==> config.mk <==
export PLATFORM = sky130hd
export DESIGN_NAME = qspi_flash_responder
export DESIGN_NICKNAME = d
export VERILOG_FILES = /design/src/rtl/qspi_flash_responder.sv
export SDC_FILE = /design/constraint.sdc
export NUM_CORES = 1
export LEC_CHECK = 0
export CORE_MARGIN = 5
export CORE_UTILIZATION = 40
export DETAILED_ROUTE_END_ITERATION = 8
export PLACE_DENSITY = 0.64
export SKIP_CTS_REPAIR_TIMING = 1
export SYNTH_ARGS = -nofsm -noshare
export SYNTH_HDL_FRONTEND = slang
export SYNTH_SLANG_ARGS = --single-unit
==> constraint.sdc <==
create_clock -name clk -period 6.5 [get_ports clk]
set_input_delay 1.3 -clock clk [delete_from_list [all_inputs] [get_ports clk]]
set_output_delay 1.3 -clock clk [all_outputs]
set_load 0.01 [all_outputs]
==> src/rtl/qspi_flash_responder.sv <==
// qspi_flash_responder
//   Synthesizable QSPI flash target. It answers Read (0x03) and Quad I/O Fast
//   Read (0xEB), including continuous-read (command-skip) mode, from a
//   byte-wide memory port. Every SPI pin is oversampled in the clk domain.
//
// Ports
//   clk        system clock (spi_sclk period >= 8 clk)
//   reset      synchronous, active-low reset
//   spi_sclk   SPI clock, mode 0
//   spi_cs_n   chip select, active low
//   io_in      {hold_n, wp_n, miso, mosi} pad inputs
//   io_out     pad output values
//   io_oe      per-pad output enable
//   mem_addr   memory byte address
//   mem_rd     one-cycle read strobe
//   mem_rdata  read data, valid 1 clk after mem_rd
//   busy       transaction in progress
//   cmd_err    one-clk pulse on an unsupported command byte
module qspi_flash_responder #(
  parameter int unsigned ADDR_W    = 24,
  parameter int unsigned DUMMY_CYC = 4
) (
  input  logic              clk,
  input  logic              reset,
  input  logic              spi_sclk,
  input  logic              spi_cs_n,
  input  logic [3:0]        io_in,
  output logic [3:0]        io_out,
  output logic [3:0]        io_oe,
  output logic [ADDR_W-1:0] mem_addr,
  output logic              mem_rd,
  input  logic [7:0]        mem_rdata,
  output logic              busy,
  output logic              cmd_err
);

  typedef enum logic [2:0] {
    S_IDLE,
    S_CMD,
    S_ADDR,
    S_MODE,
    S_DUMMY,
    S_DATA,
    S_IGNORE
  } state_e;

  localparam logic [7:0] DUMMY_LAST = 8'(DUMMY_CYC - 1);

  // Synchronizers: [0] first flop, [1] second, [2] edge-detect history.
  logic [2:0]        sclk_q;
  logic [2:0]        cs_q;
  logic [3:0]        io_s1_q, io_s2_q;

  state_e            state_q, state_d;
  logic              quad_q, quad_d;
  logic              cont_q, cont_d;
  logic [22:0]       sh_q, sh_d;
  logic [7:0]        cnt_q, cnt_d;
  logic [2:0]        dbit_q, dbit_d;
  logic [7:0]        byte_q, byte_d;
  logic [7:0]        latch_q, latch_d;
  logic              rd_pend_q;
  logic [ADDR_W-1:0] mem_addr_q, mem_addr_d;
  logic              mem_rd_q, mem_rd_d;
  logic              cmd_err_q, cmd_err_d;
  logic [3:0]        io_out_q, io_out_d;
  logic [3:0]        io_oe_q, io_oe_d;

  logic              sclk_rise, sclk_fall, cs_rise, cs_fall;
  logic [23:0]       sh_bit, sh_nib, sh_new;
  logic [7:0]        cur;

  // io_s2_q is the same delay stage as sclk_q[1], so data sampled on a
  // detected rise is the value present at that SPI edge.
  assign sclk_rise = sclk_q[1] & ~sclk_q[2];
  assign sclk_fall = ~sclk_q[1] & sclk_q[2];
  assign cs_rise   = cs_q[1] & ~cs_q[2];
  assign cs_fall   = ~cs_q[1] & cs_q[2];

  assign sh_bit = {sh_q[22:0], io_s2_q[0]};
  assign sh_nib = {sh_q[19:0], io_s2_q};
  assign sh_new = quad_q ? sh_nib : sh_bit;

  always_comb begin
    state_d    = state_q;
    quad_d     = quad_q;
    cont_d     = cont_q;
    sh_d       = sh_q;
    cnt_d      = cnt_q;
    dbit_d     = dbit_q;
    byte_d     = byte_q;
    latch_d    = rd_pend_q ? mem_rdata : latch_q;
    mem_addr_d = mem_addr_q;
    mem_rd_d   = 1'b0;
    cmd_err_d  = 1'b0;
    io_out_d   = io_out_q;
    io_oe_d    = 4'b0000;
    cur        = byte_q;

    // cs_n deassertion wins over any simultaneous sclk edge.
    if (cs_rise) begin
      state_d = S_IDLE;
    end else begin
      case (state_q)
        S_IDLE: begin
          if (cs_fall) begin
            cnt_d = '0;
            if (cont_q) begin
              state_d = S_ADDR;
              quad_d  = 1'b1;
            end else begin
              state_d = S_CMD;
              quad_d  = 1'b0;
            end
          end
        end
        S_CMD: begin
          if (sclk_rise) begin
            sh_d  = sh_bit[22:0];
            cnt_d = cnt_q + 8'd1;
            if (cnt_q == 8'd7) begin
              cnt_d = '0;
              case (sh_bit[7:0])
                8'h03: begin
                  state_d = S_ADDR;
                  quad_d  = 1'b0;
                end
                8'hEB: begin
                  state_d = S_ADDR;
                  quad_d  = 1'b1;
                end
                default: begin
                  state_d   = S_IGNORE;
                  cmd_err_d = 1'b1;
                end
              endcase
            end
          end
        end
        S_ADDR: begin
          if (sclk_rise) begin
            sh_d  = sh_new[22:0];
            cnt_d = cnt_q + 8'd1;
            if (cnt_q == (quad_q ? 8'd5 : 8'd23)) begin
              cnt_d      = '0;
              dbit_d     = '0;
              mem_addr_d = sh_new[ADDR_W-1:0];
              mem_rd_d   = 1'b1;
              state_d    = quad_q ? S_MODE : S_DATA;
            end
          end
        end
        S_MODE: begin
          if (sclk_rise) begin
            sh_d  = sh_nib[22:0];
            cnt_d = cnt_q + 8'd1;
            if (cnt_q == 8'd1) begin
              cnt_d   = '0;
              cont_d  = (sh_nib[5:4] == 2'b10);
              state_d = (DUMMY_CYC == 0) ? S_DATA : S_DUMMY;
            end
          end
        end
        S_DUMMY: begin
          if (sclk_rise) begin
            cnt_d = cnt_q + 8'd1;
            if (cnt_q == DUMMY_LAST) begin
              cnt_d   = '0;
              state_d = S_DATA;
            end
          end
        end
        S_DATA: begin
          if (sclk_fall) begin
            // First bit/nibble of a byte comes from the prefetch latch, and
            // that same fall launches the fetch of the following byte.
            if (dbit_q == 3'd0) begin
              cur        = latch_q;
              mem_addr_d = mem_addr_q + ADDR_W'(1);
              mem_rd_d   = 1'b1;
            end
            if (quad_q) begin
              io_out_d = cur[7:4];
              byte_d   = {cur[3:0], 4'b0000};
              dbit_d   = {2'b00, ~dbit_q[0]};
            end else begin
              io_out_d = {2'b00, cur[7], 1'b0};
              byte_d   = {cur[6:0], 1'b0};
              dbit_d   = dbit_q + 3'd1;
            end
          end
        end
        S_IGNORE: begin
        end
        default: state_d = S_IDLE;
      endcase
    end

    if (state_d == S_DATA) begin
      io_oe_d = quad_d ? 4'b1111 : 4'b0010;
    end else begin
      io_out_d = 4'b0000;
    end
  end

  always_ff @(posedge clk) begin
    if (!reset) begin
      sclk_q     <= '0;
      cs_q       <= '1;
      io_s1_q    <= '0;
      io_s2_q    <= '0;
      state_q    <= S_IDLE;
      quad_q     <= 1'b0;
      cont_q     <= 1'b0;
      sh_q       <= '0;
      cnt_q      <= '0;
      dbit_q     <= '0;
      byte_q     <= '0;
      latch_q    <= '0;
      rd_pend_q  <= 1'b0;
      mem_addr_q <= '0;
      mem_rd_q   <= 1'b0;
      cmd_err_q  <= 1'b0;
      io_out_q   <= '0;
      io_oe_q    <= '0;
    end else begin
      sclk_q     <= {sclk_q[1:0], spi_sclk};
      cs_q       <= {cs_q[1:0], spi_cs_n};
      io_s1_q    <= io_in;
      io_s2_q    <= io_s1_q;
      state_q    <= state_d;
      quad_q     <= quad_d;
      cont_q     <= cont_d;
      sh_q       <= sh_d;
      cnt_q      <= cnt_d;
      dbit_q     <= dbit_d;
      byte_q     <= byte_d;
      latch_q    <= latch_d;
      rd_pend_q  <= mem_rd_q;
      mem_addr_q <= mem_addr_d;
      mem_rd_q   <= mem_rd_d;
      cmd_err_q  <= cmd_err_d;
      io_out_q   <= io_out_d;
      io_oe_q    <= io_oe_d;
    end
  end

  assign io_out   = io_out_q;
  assign io_oe    = io_oe_q;
  assign mem_addr = mem_addr_q;
  assign mem_rd   = mem_rd_q;
  assign cmd_err  = cmd_err_q;
  assign busy     = (state_q != S_IDLE);

endmodule

== After elaboration in Yosys (flattened, before gate mapping) ==
Index checks and enable logic that the tools add are counted.

* $mul: 0
* Order comparisons: 0
* Shift operators: 0
* Bitwise logic cells: 14
* Div/mod/pow operators: 0
* Reductions and logical operators: 17
* Eq/ne operators: 22
* Muxes and demuxes: 57
* Add/sub/neg operators: 3

{| class="wikitable"
|+ Operators by type and width
! cell !! count
|-
| two-way mux 24 bit || 5
|-
| two-way mux 8 bit || 11
|-
| two-way mux 23 bit || 3
|-
| case mux 23 bit (3 select lines) || 1
|-
| two-way mux 3 bit || 16
|-
| case mux 24 bit (2 select lines) || 1
|-
| case mux 8 bit (5 select lines) || 1
|-
| adder 24 x 1 -> 24 bit, second input constant || 1
|-
| case mux 3 bit (6 select lines) || 1
|-
| == test 8 x 2 -> 1 bit, second input constant || 2
|-
| inequality test 2 bit, second input constant || 8
|-
| == test 3 bit, second input constant || 4
|-
| two-way mux 1 bit || 10
|-
| inverter 1 bit || 10
|-
| AND reduction 5 bit || 2
|-
| adder 8 x 1 -> 8 bit, second input constant || 1
|-
| == test 8 x 1 -> 1 bit, second input constant || 1
|-
| == test 8 x 3 -> 1 bit, second input constant || 1
|-
| == test 8 x 5 -> 1 bit || 1
|-
| == test 8 bit, second input constant || 1
|-
| two-way mux 4 bit || 2
|-
| AND reduction 7 bit || 1
|-
| == test 3 x 2 -> 1 bit, second input constant || 2
|-
| logical NOT 3 bit || 2
|-
| other kinds (17) || 25
|}

* Bits in read-only memories: 0
* Register bits: 104
* Input bits: 16
* Bits in writable memories: 0
* Memories: 0
* Latch bits: 0
* Output and inout bits: 35

== Longest topological paths before layout ==
* Word-level depth: 9
* Gate-level depth with buffers: 10

== Worst setup path after synthesis ==
No wires, ideal clock.

* Path kind: input port to flip-flop
* Start point: input port reset
* End point: register sh_q[1]
* Stages: 5
* Path slack: 4210 ps
* Arrival time: 2153 ps
* Setup time: 138 ps
* Path through: clkbuf_1 > inv_1 > clkbuf_1 > clkbuf_1 > a211oi_1

{| class="wikitable"
|+ RTL lines
! element !! line !! RTL
|-
| from (decl) || 24 || <nowiki>input logic reset,</nowiki>
|-
| to (signal assigned) || 215 || <nowiki>sh_q <= '0;</nowiki>
|-
| to (signal assigned) || 234 || <nowiki>sh_q <= sh_d;</nowiki>
|-
| to (decl) || 57 || <nowiki>logic [22:0] sh_q, sh_d;</nowiki>
|}

No word-level cell between the ends.

== Worst setup path after layout ==
* Start point: register state_q[2]
* End point: output port busy

* Word-level cells in the longest chain between the ends: 1

{| class="wikitable"
|+ RTL lines
! element !! line !! RTL
|-
| from (decl) || 54 || <nowiki>state_e state_q, state_d;</nowiki>
|-
| from (signal assigned) || 231 || <nowiki>state_q <= state_d;</nowiki>
|-
| nonzero test 3 bit || 253 || <nowiki>assign busy = (state_q != S_IDLE);</nowiki>
|-
| to (decl) || 33 || <nowiki>output logic busy,</nowiki>
|}

Every way passes these cells.

==> run summary <==
The count of pins on the block boundary is 51, and the cell area power density is 194 mW/mm². Leaving out fill and tap cells, the most frequent cells in the layout are 100 x sky130_fd_sc_hd__dfxtp_1, 69 x sky130_fd_sc_hd__nor2_1, 57 x sky130_fd_sc_hd__mux2i_1. At the later pin of the worst-skew pair, clock insertion delay measures 0.34 ns. For this run, design rule violations remaining after detail routing come to 0. The first global-routing pass estimated 22800 µm of wire. For the setup TNS, the log shows 0 ns. The H-tree was split into 3 levels. The tools report the final setup violation count as 0. The logs give 2.25 nW for the leakage component of the power and 4 for the first-pass iteration count of the detailed router. For this run, the register share of the synthesized area comes to 37.3%. Vertical die dimension: 126 µm. TritonCTS built the clock tree. The number of distinct library cell variants in the gate-level netlist after synthesis was 64; the worst clock skew was 0.00739 ns.

The fraction of final layout cells with drive strength greater than 1 was 6.36%; the growth of design area from synthesis to finish was 16.2%. STA puts the critical path data required time at 5.20 ns. The sequential cells in the finished layout cover a total of 0.00202 mm².

Across the run, the number of max-cap violations was 0. The clock sink count was 101; the proportion of netlist area held by the largest area contributor was 37.3%. The internal power of the cells totals 0.947 mW. The number of buffers between clock root and the deepest sink is 2, and the post-detailed-routing wire length is 13600 µm. Part of the total power dissipated in combinational logic: 4.0%. The initial utilization of the core area, before any placement, comes to 40.9%. The region available for standard cell placement spans 0.0132 mm². Dividing the detail-routed wire length by the instance count gives 16.0 µm. The number of nets handed over by synthesis was 677. The worst setup path category was register to output pin. The run gives 66 as the pin count of the biggest net entering global routing. The routed layout has 4901 vias.

The number of pins with negative max-slew slack in the final report is 0, and the count of fill cells added during filler insertion is 1315. Summed over all nets, the switching power comes to 0.277 mW. The total power was 1.22 mW. The achievable clock frequency was 305 MHz; the switching part of the total was 22.6%. Overall fraction of global-route tracks in use: 16.8%.

The cell count after synthesis is 656. The tree is rooted in a sky130_fd_sc_hd__clkbuf_16. After legalization and detailed placement, the total HPWL measured 9030 µm.

The fraction of synthesis flops using an asynchronous set or reset pin is 0%. The repair_antennas step left the layout with diodes totalling 0. The class of the tightest hold or removal check was register to register. After detailed routing, the number of vias per cell comes to 5.75. In this run, the number of DRC markers left after iteration 0 of detailed routing was 374. Of all nets on the critical path, the largest fanout is 21. The worst path uses 50.4% of the clock period. Prevailing post-synth register cell: sky130_fd_sc_hd__dfxtp_1. In this run, synthesis produced a sequential element count of 101. For the number of global-route vias before repair, the log shows 4651. Relative contribution of the clock network to total power: 44.5%. The run finished with clean final reports. Sequential cells burn 51.5% of the power. The die covers 0.0160 mm². By area the synthesized netlist is led by sky130_fd_sc_hd__dfxtp_1 37%, sky130_fd_sc_hd__mux2i_1 11%, sky130_fd_sc_hd__nor2_1 4.8%. In this run the core area contains 42 standard-cell rows. Data arrives at the worst endpoint at 1.98 ns. The tools report the initial antenna violation count as 0. The synthesized design spends more area on one cell type than any other, namely sky130_fd_sc_hd__dfxtp_1.

Relative max-transition margin: 33.7%. The count of flip-flops with a built-in enable after synthesis is 0. For the number of hold violations in the final report, the log shows 0. Startpoint kind of the worst setup timing path: a register. The post-layout net count is 692, and the final weighted congestion in routability-driven placement is 0.866. The multi-input gate area in the final layout came out at 0.00315 mm².

The number of warnings issued by yosys was 0. The endpoint type of the worst setup path is an output pin. The worst-margin pin slew works out to 0.993 ns.

Synthesized area divided by synthesized cell count: 8.26 µm². VDD sags by at most 0.148 mV. The worst path in the final design needs a cycle of 3.28 ns, including I/O delays and setup. In this run the horizontal extent of the chip is 126 µm. Clock-pin slew was measured on the worst setup and hold paths at 0.07 ns.

Input and output buffers added on the ports amount to 50. Setup repair after global routing left no endpoint under its margin. Summed over all layers, the global routing overflow is 0. The library cell used most frequently in the layout, excluding fill and tap cells, is sky130_fd_sc_hd__dfxtp_1. The mapped netlist covers 0.00542 mm². The logs give 9 for the total CTS buffers and 0 for the number of nets with antenna violations after detailed routing.
[power by group through the flow]
stage / clock (mW) / sequential, mW / combinational [mW]
after floorplan: 0 / 0.642 / 0.0324
after global placement: 0 / 0.645 / 0.0483
after CTS: 0.562 / 0.630 / 0.0494
final: 0.544 / 0.631 / 0.0491
after global routing: 0.582 / 0.631 / 0.0542
after detailed placement: 0 / 0.645 / 0.0492
[final timing paths]
kind / from / to / slack [ns] / cells after the start
hold / removal: cs_q[0] / cs_q[1] / 0.42 / 1
setup / recovery: state_q[2] / busy / 3.22 / 2
hold reg to reg: cs_q[0] / cs_q[1] / 0.42 / 1
setup reg to reg: state_q[2] / mem_addr[0] / 3.45 / 5
[Yosys cell counts (3+ instances only)]
cell / count
sky130_fd_sc_hd__nor3_1: 15
sky130_fd_sc_hd__or3_1: 7
sky130_fd_sc_hd__dfxtp_1: 101
sky130_fd_sc_hd__mux2_2: 6
sky130_fd_sc_hd__o31ai_1: 8
sky130_fd_sc_hd__o22ai_1: 10
sky130_fd_sc_hd__o21ai_0: 24
sky130_fd_sc_hd__or2_2: 3
sky130_fd_sc_hd__nand2_1: 52
sky130_fd_sc_hd__and4_1: 3
sky130_fd_sc_hd__mux2i_1: 57
sky130_fd_sc_hd__inv_1: 12
sky130_fd_sc_hd__nor2b_1: 7
sky130_fd_sc_hd__clkbuf_1: 46
sky130_fd_sc_hd__nand3_1: 20
sky130_fd_sc_hd__a31oi_1: 10
sky130_fd_sc_hd__nor3b_1: 6
sky130_fd_sc_hd__a21oi_1: 39
sky130_fd_sc_hd__o31a_1: 3
sky130_fd_sc_hd__nand2b_1: 9
sky130_fd_sc_hd__buf_2: 4
sky130_fd_sc_hd__a211oi_1: 26
sky130_fd_sc_hd__nor4b_1: 5
sky130_fd_sc_hd__o211ai_1: 6
sky130_fd_sc_hd__o41ai_1: 5
sky130_fd_sc_hd__nor2_1: 69
sky130_fd_sc_hd__and2_1: 16
sky130_fd_sc_hd__nand4_1: 11
sky130_fd_sc_hd__or4_1: 4
sky130_fd_sc_hd__nor4_1: 13
sky130_fd_sc_hd__nand3b_1: 6
sky130_fd_sc_hd__o21a_1: 3
sky130_fd_sc_hd__ha_1: 5
[per-stage QoR]
step                      area (µm²)  hold WS [ns]  setup WS (ns)  utilization [%]  instances
after global routing            6290         0.445           3.10             47.5        852
after CTS                       6290         0.426           3.24             47.5        852
after detailed placement        6000         0.406           3.28             45.3        836
final                           6290         0.422           3.22             47.5        852
after floorplan                 5420         0.386           4.21                -        656
after global placement          6000         0.396           3.33             45.3        836
[logic make-up (layout without fill, tap and decap cells)]
kind of cell / after synthesis / after routing / synth area share (%)
AOI/OAI and AO/OA: 162 / 162 / 19.8
adders and majority gates: 5 / 5 / 1.15
buffers and inverters: 66 / 86 / 4.80
DFF: 101 / 101 / 37.3
muxes: 63 / 63 / 11.8
and+or+nand+nor: 259 / 259 / 25.1
[worst max-delay path, stage by stage (launching register included)]
cell and delay [ns]:
sky130_fd_sc_hd__dfxtp_1 0.76, sky130_fd_sc_hd__or3_1 0.31, sky130_fd_sc_hd__clkdlybuf4s50_1 0.57
[routing by layer]
layer | track usage, % | wire length [µm] | share of wire, % | vias up
met5 | 0 | 0 | 0 | -
met4 | 4.42 | 160 | 1.2 | 0
met3 | 3.45 | 743 | 5.5 | 13
met2 | 27.6 | 6340 | 47 | 154
met1 | 22.5 | 6390 | 47 | 2282
li1 | - | - | - | 2452
[final cells by class]
cell class	instances	share of cell area [%]
multi-input combinational	489	50.0
inverter	12	0.716
timing repair buffer	58	8.90
sequential	101	32.1
tap	176	3.50
clock buffer	10	3.64
clock inverter	6	1.11
[sequential cells by signal, summed over array words and instances (netlist names), 4 cells and up]
name      flops
io_out        4
mem_addr     24
sh_q         23
cnt_q         8
io_s1_q       4
byte_q        7
latch_q       8
io_s2_q       4
Power figures use the tool's default switching activity.
